**config.mk**
```make
export PLATFORM = sky130hd
export DESIGN_NAME = fetch_stage
export DESIGN_NICKNAME = d
export VERILOG_FILES = /design/src/rtl/fetch_stage.sv
export SDC_FILE = /design/constraint.sdc
export NUM_CORES = 1
export LEC_CHECK = 0
export CAP_MARGIN = 20
export CORE_MARGIN = 4
export CORE_UTILIZATION = 49
export CTS_CLUSTER_SIZE = 25
export DETAILED_ROUTE_END_ITERATION = 12
export HOLD_SLACK_MARGIN = 0.05
export PLACE_DENSITY = 0.82
export SKIP_CTS_REPAIR_TIMING = 1
export SYNTH_ARGS = -nofsm -noshare
export SYNTH_HDL_FRONTEND = slang
export SYNTH_SLANG_ARGS = --single-unit
```
**constraint.sdc**
```tcl
create_clock -name clk -period 2.75 [get_ports clk]
set_input_delay 0.55 -clock clk [delete_from_list [all_inputs] [get_ports clk]]
set_output_delay 0.55 -clock clk [all_outputs]
set_load 0.02 [all_outputs]
```
**src/rtl/fetch_stage.sv**
```systemverilog
// Instruction-fetch stage: owns the PC, runs the imem request/ready handshake
// and hands one instruction per accepted fetch to the IF/ID register.
//
// state | meaning
// FETCH | request at pc outstanding; deliver, capture or drop on ready
// HOLD  | instruction captured in ibuf while stalled; no request
// FLUSH | wrong-path request still outstanding; held stable and dropped on ready
module fetch_stage #(
  parameter logic [31:0] RESET_PC  = 32'h0000_0000,
  parameter logic [31:0] NOP_INSTR = 32'h0000_0000
) (
  input  logic        clk,
  input  logic        reset,
  input  logic        stall,
  input  logic        redirect,
  input  logic [31:0] redirect_pc,
  output logic        imem_req,
  output logic [31:0] imem_addr,
  input  logic        imem_ready,
  input  logic [31:0] imem_rdata,
  output logic [31:0] Instruction_F,
  output logic [31:0] NPC_F,
  output logic        fetch_valid,
  output logic        kill_F,
  output logic        disable_IR_F
);

  typedef enum logic [1:0] {
    FETCH = 2'd0,
    HOLD  = 2'd1,
    FLUSH = 2'd2
  } state_t;

  state_t      state_q, state_d;
  logic [31:0] pc_q, pc_d;
  logic [31:0] req_addr_q, req_addr_d;
  logic [31:0] ibuf_q, ibuf_d;
  logic [31:0] pc_plus4;

  assign pc_plus4 = pc_q + 32'd4;

  always_comb begin
    state_d       = state_q;
    pc_d          = pc_q;
    req_addr_d    = req_addr_q;
    ibuf_d        = ibuf_q;
    imem_req      = 1'b0;
    imem_addr     = pc_q;
    fetch_valid   = 1'b0;
    Instruction_F = NOP_INSTR;
    NPC_F         = 32'h0;

    if (!reset) begin
      case (state_q)
        FETCH: begin
          imem_req   = 1'b1;
          imem_addr  = pc_q;
          req_addr_d = pc_q;
          if (redirect) begin
            pc_d = redirect_pc;
            if (!imem_ready) state_d = FLUSH;
          end else if (imem_ready) begin
            if (stall) begin
              ibuf_d  = imem_rdata;
              state_d = HOLD;
            end else begin
              fetch_valid   = 1'b1;
              Instruction_F = imem_rdata;
              NPC_F         = pc_plus4;
              pc_d          = pc_plus4;
            end
          end
        end

        HOLD: begin
          if (redirect) begin
            pc_d    = redirect_pc;
            ibuf_d  = NOP_INSTR;
            state_d = FETCH;
          end else if (!stall) begin
            fetch_valid   = 1'b1;
            Instruction_F = ibuf_q;
            NPC_F         = pc_plus4;
            pc_d          = pc_plus4;
            state_d       = FETCH;
          end
        end

        FLUSH: begin
          // The stale request must stay stable until memory completes it.
          imem_req  = 1'b1;
          imem_addr = req_addr_q;
          if (redirect)   pc_d    = redirect_pc;
          if (imem_ready) state_d = FETCH;
        end

        default: state_d = FETCH;
      endcase
    end
  end

  assign kill_F       = ~fetch_valid;
  assign disable_IR_F = stall;

  always_ff @(posedge clk) begin
    if (reset) begin
      state_q    <= FETCH;
      pc_q       <= RESET_PC;
      req_addr_q <= RESET_PC;
      ibuf_q     <= NOP_INSTR;
    end else begin
      state_q    <= state_d;
      pc_q       <= pc_d;
      req_addr_q <= req_addr_d;
      ibuf_q     <= ibuf_d;
    end
  end

endmodule

```
Word-level counts from Yosys, hierarchy flattened
Cells that the tools add are included.
Widths: inputs -> output; s select.

cells by class
  add/subtract/negate cells = 1
  equality and inequality tests = 12
  multiplexer cells = 42
  bitwise gates (word level) = 1
  reduce and logical (&&, ||, !) cells = 7

operator list
  kind                   number
  $mux 32                22
  $pmux 32 s2            3
  $pmux 32 s3            1
  $add 32x3->32 const B  1
  $mux 2                 7
  $ne 2x2->1 const B     6
  $ne 3x3->1 const B     4
  $reduce_and 5->1       2
  $mux 1                 7
  $pmux 2 s3             1
  $reduce_and 3->1       1
  $reduce_bool 3->1      1
  $eq 2x1->1 const B     1
  $eq 2x2->1 const B     1
  $logic_not 2->1        1
  $pmux 1 s2             1
  $reduce_bool 2->1      1
  $reduce_or 2->1        1
  $not 1->1              1

storage, ports and cells
  register bits = 98
  input port bits = 69
  output and inout bits = 100
  logic and storage cells = 67

Longest topological paths before layout
Gate-level depths: netlist of run 1.

  depth after elaboration = 6
  gate-level depth with buffers = 8
  depth with buffers taken out = 6

Worst setup path before layout of run 1
Ideal clock, no wire load.

  path type = in2out
  start point = input reset
  end point = output NPC_F[23]
  arrival time = 2,174 ps
  required time = 2,200 ps
  path slack = 26 ps
  stages = 6
  path buffers = 3
  cells stage by stage = or2_2 -> clkbuf_1 -> or4_1 -> clkbuf_1 -> buf_1 -> nor2_1

between the ends
  word-level cells in the longest chain between the ends = 1

ends and longest elaborated chain
  item                line  source
  start: declaration  13    input logic reset,
  $mux 32             53    if (!reset) begin
  end: declaration    22    output logic [31:0] NPC_F,

Every way passes these cells.

Worst setup path after layout of run 1
  start point = input redirect
  end point = output NPC_F[26]

between the ends
  word-level cells in the longest chain between the ends = 3
  elaborated cells between the ends (all ways) = 4
  those cells by class = mux (4)

ends and longest elaborated chain
  item                               line    source
  start: declaration                 15      input logic redirect,
  $mux 32, on equally long branches  76, 59
  $pmux 32 s2 *                      54      case (state_q)
  $mux 32 *                          53

Every way passes the cells marked *; elsewhere a longest branch is shown, timed or not.

==> results.txt, run 1 <==
The total inserted antenna cells came out at 0. The placement row count came out at 39. The run finished with clean final reports.

Synthesis instantiated 62 different standard cells from the library. Summed over all nets, wire length on met3 after detailed routing comes to 1.585 mm. The worst slack at placement came out at -0.4176 ns. The number of global-route vias before repair is just over 6000. The data required time at the worst endpoint came out at 2.20 ns. The first-pass GRT wire length is 30.90 mm.

The post-route DRC violation count is 0. The multi-input combinational cells in the finished layout cover a total of between 3000 and 4000 sq um. The width of the die is 118.0 microns. The number of H-tree levels is 3.

The flop and latch count out of synthesis came out at just under 100. The first TritonRoute pass finished after 5 iterations. The tree is rooted in a sky130_fd_sc_hd__clkbuf_16. The largest clock skew in the final design is 0.006559 ns.

In the synthesized netlist, the cells that appear most often are sky130_fd_sc_hd__nand2_1, sky130_fd_sc_hd__dfxtp_1, sky130_fd_sc_hd__nor2_1. For this run, the total global-route usage over all layers was measured as 26.40%. The detailed-placement wirelength estimate came out at 13.32 mm.

The hold violation total from the final report came out at 0. The time the worst path needs with I/O delays and setup came out at 2.694 ns. The fraction of synthesized cell area taken by the top area cell type is between 30% and 40%. Sorting the synthesized cells by area gives the leading types as sky130_fd_sc_hd__dfxtp_1, sky130_fd_sc_hd__nand2_1, sky130_fd_sc_hd__a21oi_1, sky130_fd_sc_hd__nor2_1, sky130_fd_sc_hd__mux2_2. The critical setup path kind is in -> out.

Overall power consumption after layout is estimated at 0.003616 W. The reported max-cap violation count came out at 0. The kind of start point of the critical path is an input pin. In this run the standard cell core region covers 11610 sq um. The initial antenna violation count came out at 0. The largest fanout on the critical path came out at 6. The average routed wire per standard cell came out at 17.06 microns. The max-slew violation total from the final report is 0. The worst path uses 97.98% of the clock period.

Grouping stages by cell kind, the critical path spends the most delay in buffers and inverters. The insertion delay of the later-clocked pin in the worst-skew pair is 0.35 ns. The total of buffers placed on input and output ports is about 170. The tightest min-delay check is of the reg -> reg type. The length of routed wiring on met1 came out at 8.049 mm. The routed via count is about 6600.

The DRC violation total after the first TritonRoute iteration is roughly 530. In this run, CTS created clock tree buffers numbering 9. The sum of overflow across all layers after global routing came out at 0. The design area came out at 8428 sq um.

The met2 wire length came out at 9.314 mm. Traced cell by cell, the critical path runs through clkdlybuf4s50_1, or4_4, buf_6, buf_4, nor2_1, clkbuf_2. Clock-pin slew was measured on the worst setup and hold paths at ~0.06 ns. The placement-stage cell area came out at 8097 sq um. sky130_fd_sc_hd__dfxtp_1 takes more of the synthesized area than any other cell. The async set or reset register ratio after synthesis is 0%. In this design, the stage delay of the slowest critical-path cell is around 0.53 ns. In the post-synthesis netlist, the cell with the most instances is sky130_fd_sc_hd__nand2_1.

The total negative slack for setup checks is 0 ns. The die covers 13910 sq um. For the pin with the worst max-slew slack, the measured transition is just under 0.8 ns.

IR analysis of the VDD net gives a maximum drop of around 0.00027 V. The final antenna-violating net count is 0. The fraction of the yosys area taken by sequential cells is 33.12%. The analysis attributes to cell leakage a power of ~4 nW. Once the floorplan was initialized, standard cells occupied 51.01% of the core. The slowest stage of the critical path belongs to the cell sky130_fd_sc_hd__or4_4. The synthesized net count is 876. The layout cell share with drive strength beyond 1 is 20.73%. The vertical die dimension came out at 118.0 microns. The largest net degree at the start of global routing came out at 57.

The area used by sequential logic in the layout is 1966 sq um. Once routing completed, OpenROAD measured the worst setup slack at 0.05554 ns. The headroom to the max-slew limit is 47.92%. The total power per unit cell area came out at 429.0 nW/um^2. The highest metal layer carrying signal wires in the routed design is met4.

For this run, the top clock speed supported by timing is 0.3711 GHz. STA classifies the critical path endpoint as an output pin. Across all hold checks on the routed design, the worst slack comes to between 0.4 and 0.5 ns.

The layout-stage area growth over the synthesis result came out at 42.26%. The mean area per synthesized cell came out at 7.350 sq um. The number of top-level pins is ~170. The buffering stage count on the worst path with inverters included came out at 4. The data arrival at the endpoint of the critical path came out at around 2.1 ns. The post-detailed-routing wire length came out at 19.31 mm. The total clock sinks came out at 98.

The clock tree from TritonCTS is built. The number of synthesized flops with an enable pin is 0. Setup violations remaining at the end of the flow were counted as 0. The netlist area before placement came out at 5924 sq um. The warning count from the yosys run came out at 0. Routability-driven placement finished with a final weighted congestion of 0.9122. In the routed layout, each cell is associated on average with a via count of 5.799. After the last flow step, the layout net total stands at 1054. The number of instances in the synthesized netlist is approximately 810.

The maximum number of buffers from clock root to sink is 2. The most used flip-flop cell after synthesis is sky130_fd_sc_hd__dfxtp_1. The filler cell count came out at a little over 900.
-- placed cells by master, fill, tap and decap left out, types with 4 or more instances in the layout --
master	count
sky130_fd_sc_hd__nand4_1	8
sky130_fd_sc_hd__a21o_1	4
sky130_fd_sc_hd__nor2_1	91
sky130_fd_sc_hd__dfxtp_1	95
sky130_fd_sc_hd__and2_1	4
sky130_fd_sc_hd__buf_2	7
sky130_fd_sc_hd__dlymetal6s2s_1	57
sky130_fd_sc_hd__o2bb2ai_1	4
sky130_fd_sc_hd__nor3_2	4
sky130_fd_sc_hd__clkbuf_16	9
sky130_fd_sc_hd__buf_4	82
sky130_fd_sc_hd__xnor2_1	17
sky130_fd_sc_hd__nor3_1	6
sky130_fd_sc_hd__inv_1	6
sky130_fd_sc_hd__o41ai_1	4
sky130_fd_sc_hd__nand2b_1	5
sky130_fd_sc_hd__o21ai_0	35
sky130_fd_sc_hd__mux2_2	29
sky130_fd_sc_hd__a22oi_1	42
sky130_fd_sc_hd__clkbuf_2	29
sky130_fd_sc_hd__buf_12	8
sky130_fd_sc_hd__clkdlybuf4s50_1	72
sky130_fd_sc_hd__nand2_1	127
sky130_fd_sc_hd__a31oi_1	4
sky130_fd_sc_hd__clkbuf_1	4
sky130_fd_sc_hd__nand3_1	52
sky130_fd_sc_hd__o31ai_1	5
sky130_fd_sc_hd__xor2_1	9
sky130_fd_sc_hd__nor4_1	6
sky130_fd_sc_hd__a21oi_1	84
-- per-layer routing --
metal | track usage (%) | vias to the layer above
met5 | 0 | -
met4 | 8.938 | 0
met3 | 6.151 | 36
met2 | 43.05 | 312
met1 | 34.38 | 3032
li1 | - | 3184
-- state kept, by name, summed over array words and instances, names as in the netlist --
register and cells:
ibuf_q 32, pc_q 32, req_addr_q 32, state_q 2
-- worst paths after layout --
kind / start / endpoint / slack, ns / cells past startpoint
worst min-delay path: ibuf_q[26]$_SDFFE_PP0P_ / ibuf_q[26]$_SDFFE_PP0P_ / 0.45 / 2
worst max register to register: pc_q[17]$_SDFFE_PP0P_ / pc_q[27]$_SDFFE_PP0P_ / 0.63 / 5
worst min register to register: ibuf_q[26]$_SDFFE_PP0P_ / ibuf_q[26]$_SDFFE_PP0P_ / 0.45 / 2
worst max-delay path: redirect / NPC_F[26] / 0.06 / 6
-- worst reg2reg max path, cell delays in order, from the launching register on --
cell                      delay (ns)
sky130_fd_sc_hd__dfxtp_1        0.38
sky130_fd_sc_hd__and4_4         0.29
sky130_fd_sc_hd__nand4_4        0.11
sky130_fd_sc_hd__or4_4          0.55
sky130_fd_sc_hd__or4_4          0.53
sky130_fd_sc_hd__a41oi_2        0.18
-- cells by family after synthesis --
group	count (synthesis)	synth area share [%]
compound gates	215	22.64
xor+xnor	26	3.844
fa+ha+maj	1	0.2112
buf+inv	95	8.046
flops	98	33.12
mux	30	5.681
simple gates	341	26.46
-- power by group --
group	internal, W	switching [W]	total, W
combinational	0.000390	0.000445	0.000836
sequential	0.00150	0.0000529	0.00155
clock	0.000704	0.000526	0.00123
total	0.00259	0.00102	0.00362
-- area by class of cell --
cell class	count	share of cell area [%]
Clock buffer	13	2.850
Sequential cell	98	23.32
Clock inverter	3	0.4751
Timing Repair Buffer	256	28.49
Tap cell	143	2.123
Inverter	6	0.2672
Multi-Input combinational cell	613	42.47
-- per-stage QoR --
stage	util, %	cells
floorplan	-	806
global placement	69.72	1114
detailed placement	69.72	1114
CTS	72.13	1130
global route	72.57	1132
finish	72.57	1132
No activity file was read; power rests on OpenSTA's default activity.
==> run 2: changes to the inputs <==
HOLD_SLACK_MARGIN = default   (was 0.05)
==> results of run 2 <==
No change in the layout: final DEF, timing and power equal those of run 1.
==> run 3: changes to the inputs <==
CORE_UTILIZATION = 50   (was 49)
CTS_BUF_LIST = sky130_fd_sc_hd__clkbuf_8   (was default)
PLACE_DENSITY = 0.83   (was 0.82)
==> run 3 against run 2 <==
- via count rose by 1.2%
- worst setup slack worse by 0.0035 ns
- wire length is 1.2% higher
- non-clock buffer count fell by 5
- largest cell class unchanged
==> results.txt, run 3 (synthesis results as in run 1) <==
The placed instances occupy a cell area of 8051 sq um. The design area is 8387 sq um. In the layout the commonest cells are sky130_fd_sc_hd__nand2_1, sky130_fd_sc_hd__dfxtp_1, sky130_fd_sc_hd__nor2_1. The layout-stage area growth over the synthesis result is 41.56%. The first global-routing pass estimated 30.42 mm of wire. The largest net degree at the start of global routing is 56. The upper clock frequency limit is 0.3707 GHz. The total clock sinks is 98. The max-slew violation total from the final report is 0. The cell type of the slowest stage on the worst timing path is sky130_fd_sc_hd__clkdlybuf4s50_1. The area used by sequential logic in the layout is 1967 sq um.

The sum of overflow across all layers after global routing came out at 0. The largest fanout on the critical path came out at 32. The setup path with the least slack is of type in -> out. Clock latency on the worst-skew pair, taken at its later pin, is 0.39 ns. The analysis attributes to net switching a power of 0.001018 W. The detailed-placement wirelength estimate is roughly 13 mm. Clock tree synthesis selected as its root buffer the cell sky130_fd_sc_hd__clkbuf_8. TritonCTS built the clock tree.

The total area of multi-input combinational cells came out at ~3600 sq um. Fill cells in the final layout number just over 900. STA classifies the critical path startpoint as an input pin. The initial antenna violation count is 1. The total iterations of the first detailed-routing run is 5. The hold violation total from the final report is 0. Setup violations remaining at the end of the flow were counted as 0. The width of the die came out at 116.9 microns. The placer congestion estimate is 0.8919. The reported leakage power came out at ~4.1 nW. The largest registers in the layout are ibuf_q: 32 flops, pc_q: 32 flops, req_addr_q: 32 flops.

The number of global-route vias before repair was 6216. The overall track demand over capacity in global routing came out at 27.68%. The starting utilization of the core area came out at 51.45%. Traced cell by cell, the critical path runs through clkdlybuf4s50_1, buf_4, nor3_2, buf_12, a22oi_1, nor2_1, dlymetal6s2s_1. The number of top-level pins is approximately 170. The TritonCTS buffer count is 9. The placement row count came out at 39. The post-route DRC violation count came out at 0. The standard cell core area is roughly 12000 sq um.

The average routed wire per standard cell is 17.34 microns. The total inserted antenna cells is 0. Internal power comes to 0.002349 W. The DRC violation total after the first TritonRoute iteration came out at roughly 460. The largest clock skew in the final design came out at 0.01569 ns. The final worst-path cycle share is 98.11%. Port buffering added 168 buffers.

The routed via count came out at 6642. The relative contribution of sequential cells to total power is 46.1%. The final antenna-violating net count is 0. Setup repair after global routing could not meet its margin everywhere. The run finished with clean final reports. The total power per unit cell area came out at 401.4 nW/um^2. In the final layout, the share of cells above drive strength 1 is about a fifth. STA classifies the critical path endpoint as an output pin. Measured along the y axis, the die boundary spans 116.9 microns. In this design, the stage delay of the slowest critical-path cell is 0.44 ns. The floorplan step defined a die boundary enclosing 13650 sq um. The min-delay analysis places its worst path in the category reg -> reg.

Data on the critical path arrives at its endpoint at 2.15 ns. Setup total negative slack on the finished layout was measured at 0 ns. The reported max-cap violation count came out at 0.

The data required time at the worst endpoint is 2.20 ns. The clock-pin slew on the worst setup and hold paths is around 0.090 ns. The net switching fraction of the power came out at 30.23%. The post-detailed-routing wire length came out at 19.54 mm.

The clock passes through at most 2 buffers. The clock tree synthesis step divided the H-tree into 3 levels. The relative contribution of combinational cells to total power is 24.6%. For the pin with the worst max-slew slack, the measured transition is 0.7109 ns. After detailed routing, the number of vias per cell comes to 5.894.

VDD sags by at most 0.0002743 V. The power share of the clock group came out at 29.3%. The net count of the finished layout is 1049. The headroom to the max-slew limit is 52.61%. The time the worst path needs with I/O delays and setup came out at 2.698 ns.

Leaving out fill and tap cells, the most frequent cell in the layout is sky130_fd_sc_hd__nand2_1.
run 3: stage by stage:
step	power (W)	setup WS [ns]	hold slack, ns	util, %	std cells
after floorplan	0.002044	0.02626	0.4316	-	806
after global placement	0.002394	-0.3606	0.4373	69.92	1108
final	0.003366	0.05203	0.4548	72.83	1127
after CTS	0.003385	-0.4399	0.4559	71.69	1124
after global routing	0.003519	-0.01300	0.4720	72.83	1127
after detailed placement	0.002410	-0.4012	0.4428	69.92	1108
run 3: layer usage:
metal  track usage [%]  wire length (microns)  part of all wire, %  up-vias
li1                  -                      -                    -     3175
met3             7.404                   1935                  9.9       30
met1             36.05                   8037                   41     3108
met4             10.70                    378                  1.9        0
met5                 0                      0                    0        -
met2             43.91                   9186                   47      329
run 3: worst paths after layout:
check	from	end	slack, ns	depth (start not counted)
hold reg to reg	ibuf_q[4]$_SDFFE_PP0P_	ibuf_q[4]$_SDFFE_PP0P_	0.45	2
setup / recovery	stall	Instruction_F[4]	0.05	7
setup reg to reg	pc_q[17]$_SDFFE_PP0P_	pc_q[27]$_SDFFE_PP0P_	0.74	5
hold / removal	ibuf_q[4]$_SDFFE_PP0P_	ibuf_q[4]$_SDFFE_PP0P_	0.45	2
run 3: area by class of cell:
cell class | instances | share of cell area, %
Sequential cell | 98 | 23.45
Tap cell | 143 | 2.133
Timing Repair Buffer | 251 | 29.36
Multi-Input combinational cell | 613 | 42.35
Inverter | 6 | 0.2685
Clock inverter | 5 | 0.6266
Clock buffer | 11 | 1.805
run 3: critical path, delay by kind of cell:
family	cells	cell delay, ns
buf+inv	4	1.09
simple gates	2	0.40
compound gates	1	0.11
run 3: power groups by stage:
stage / Clock [W] / Combinational, W / Sequential, W
2_1_floorplan: 0 / 0.000481 / 0.00156
3_3_place_gp: 0 / 0.000819 / 0.00158
3_5_place_dp: 0 / 0.000831 / 0.00158
4_1_cts: 0.00100 / 0.000835 / 0.00155
5_1_grt: 0.00106 / 0.000896 / 0.00156
6_report: 0.000986 / 0.000829 / 0.00155
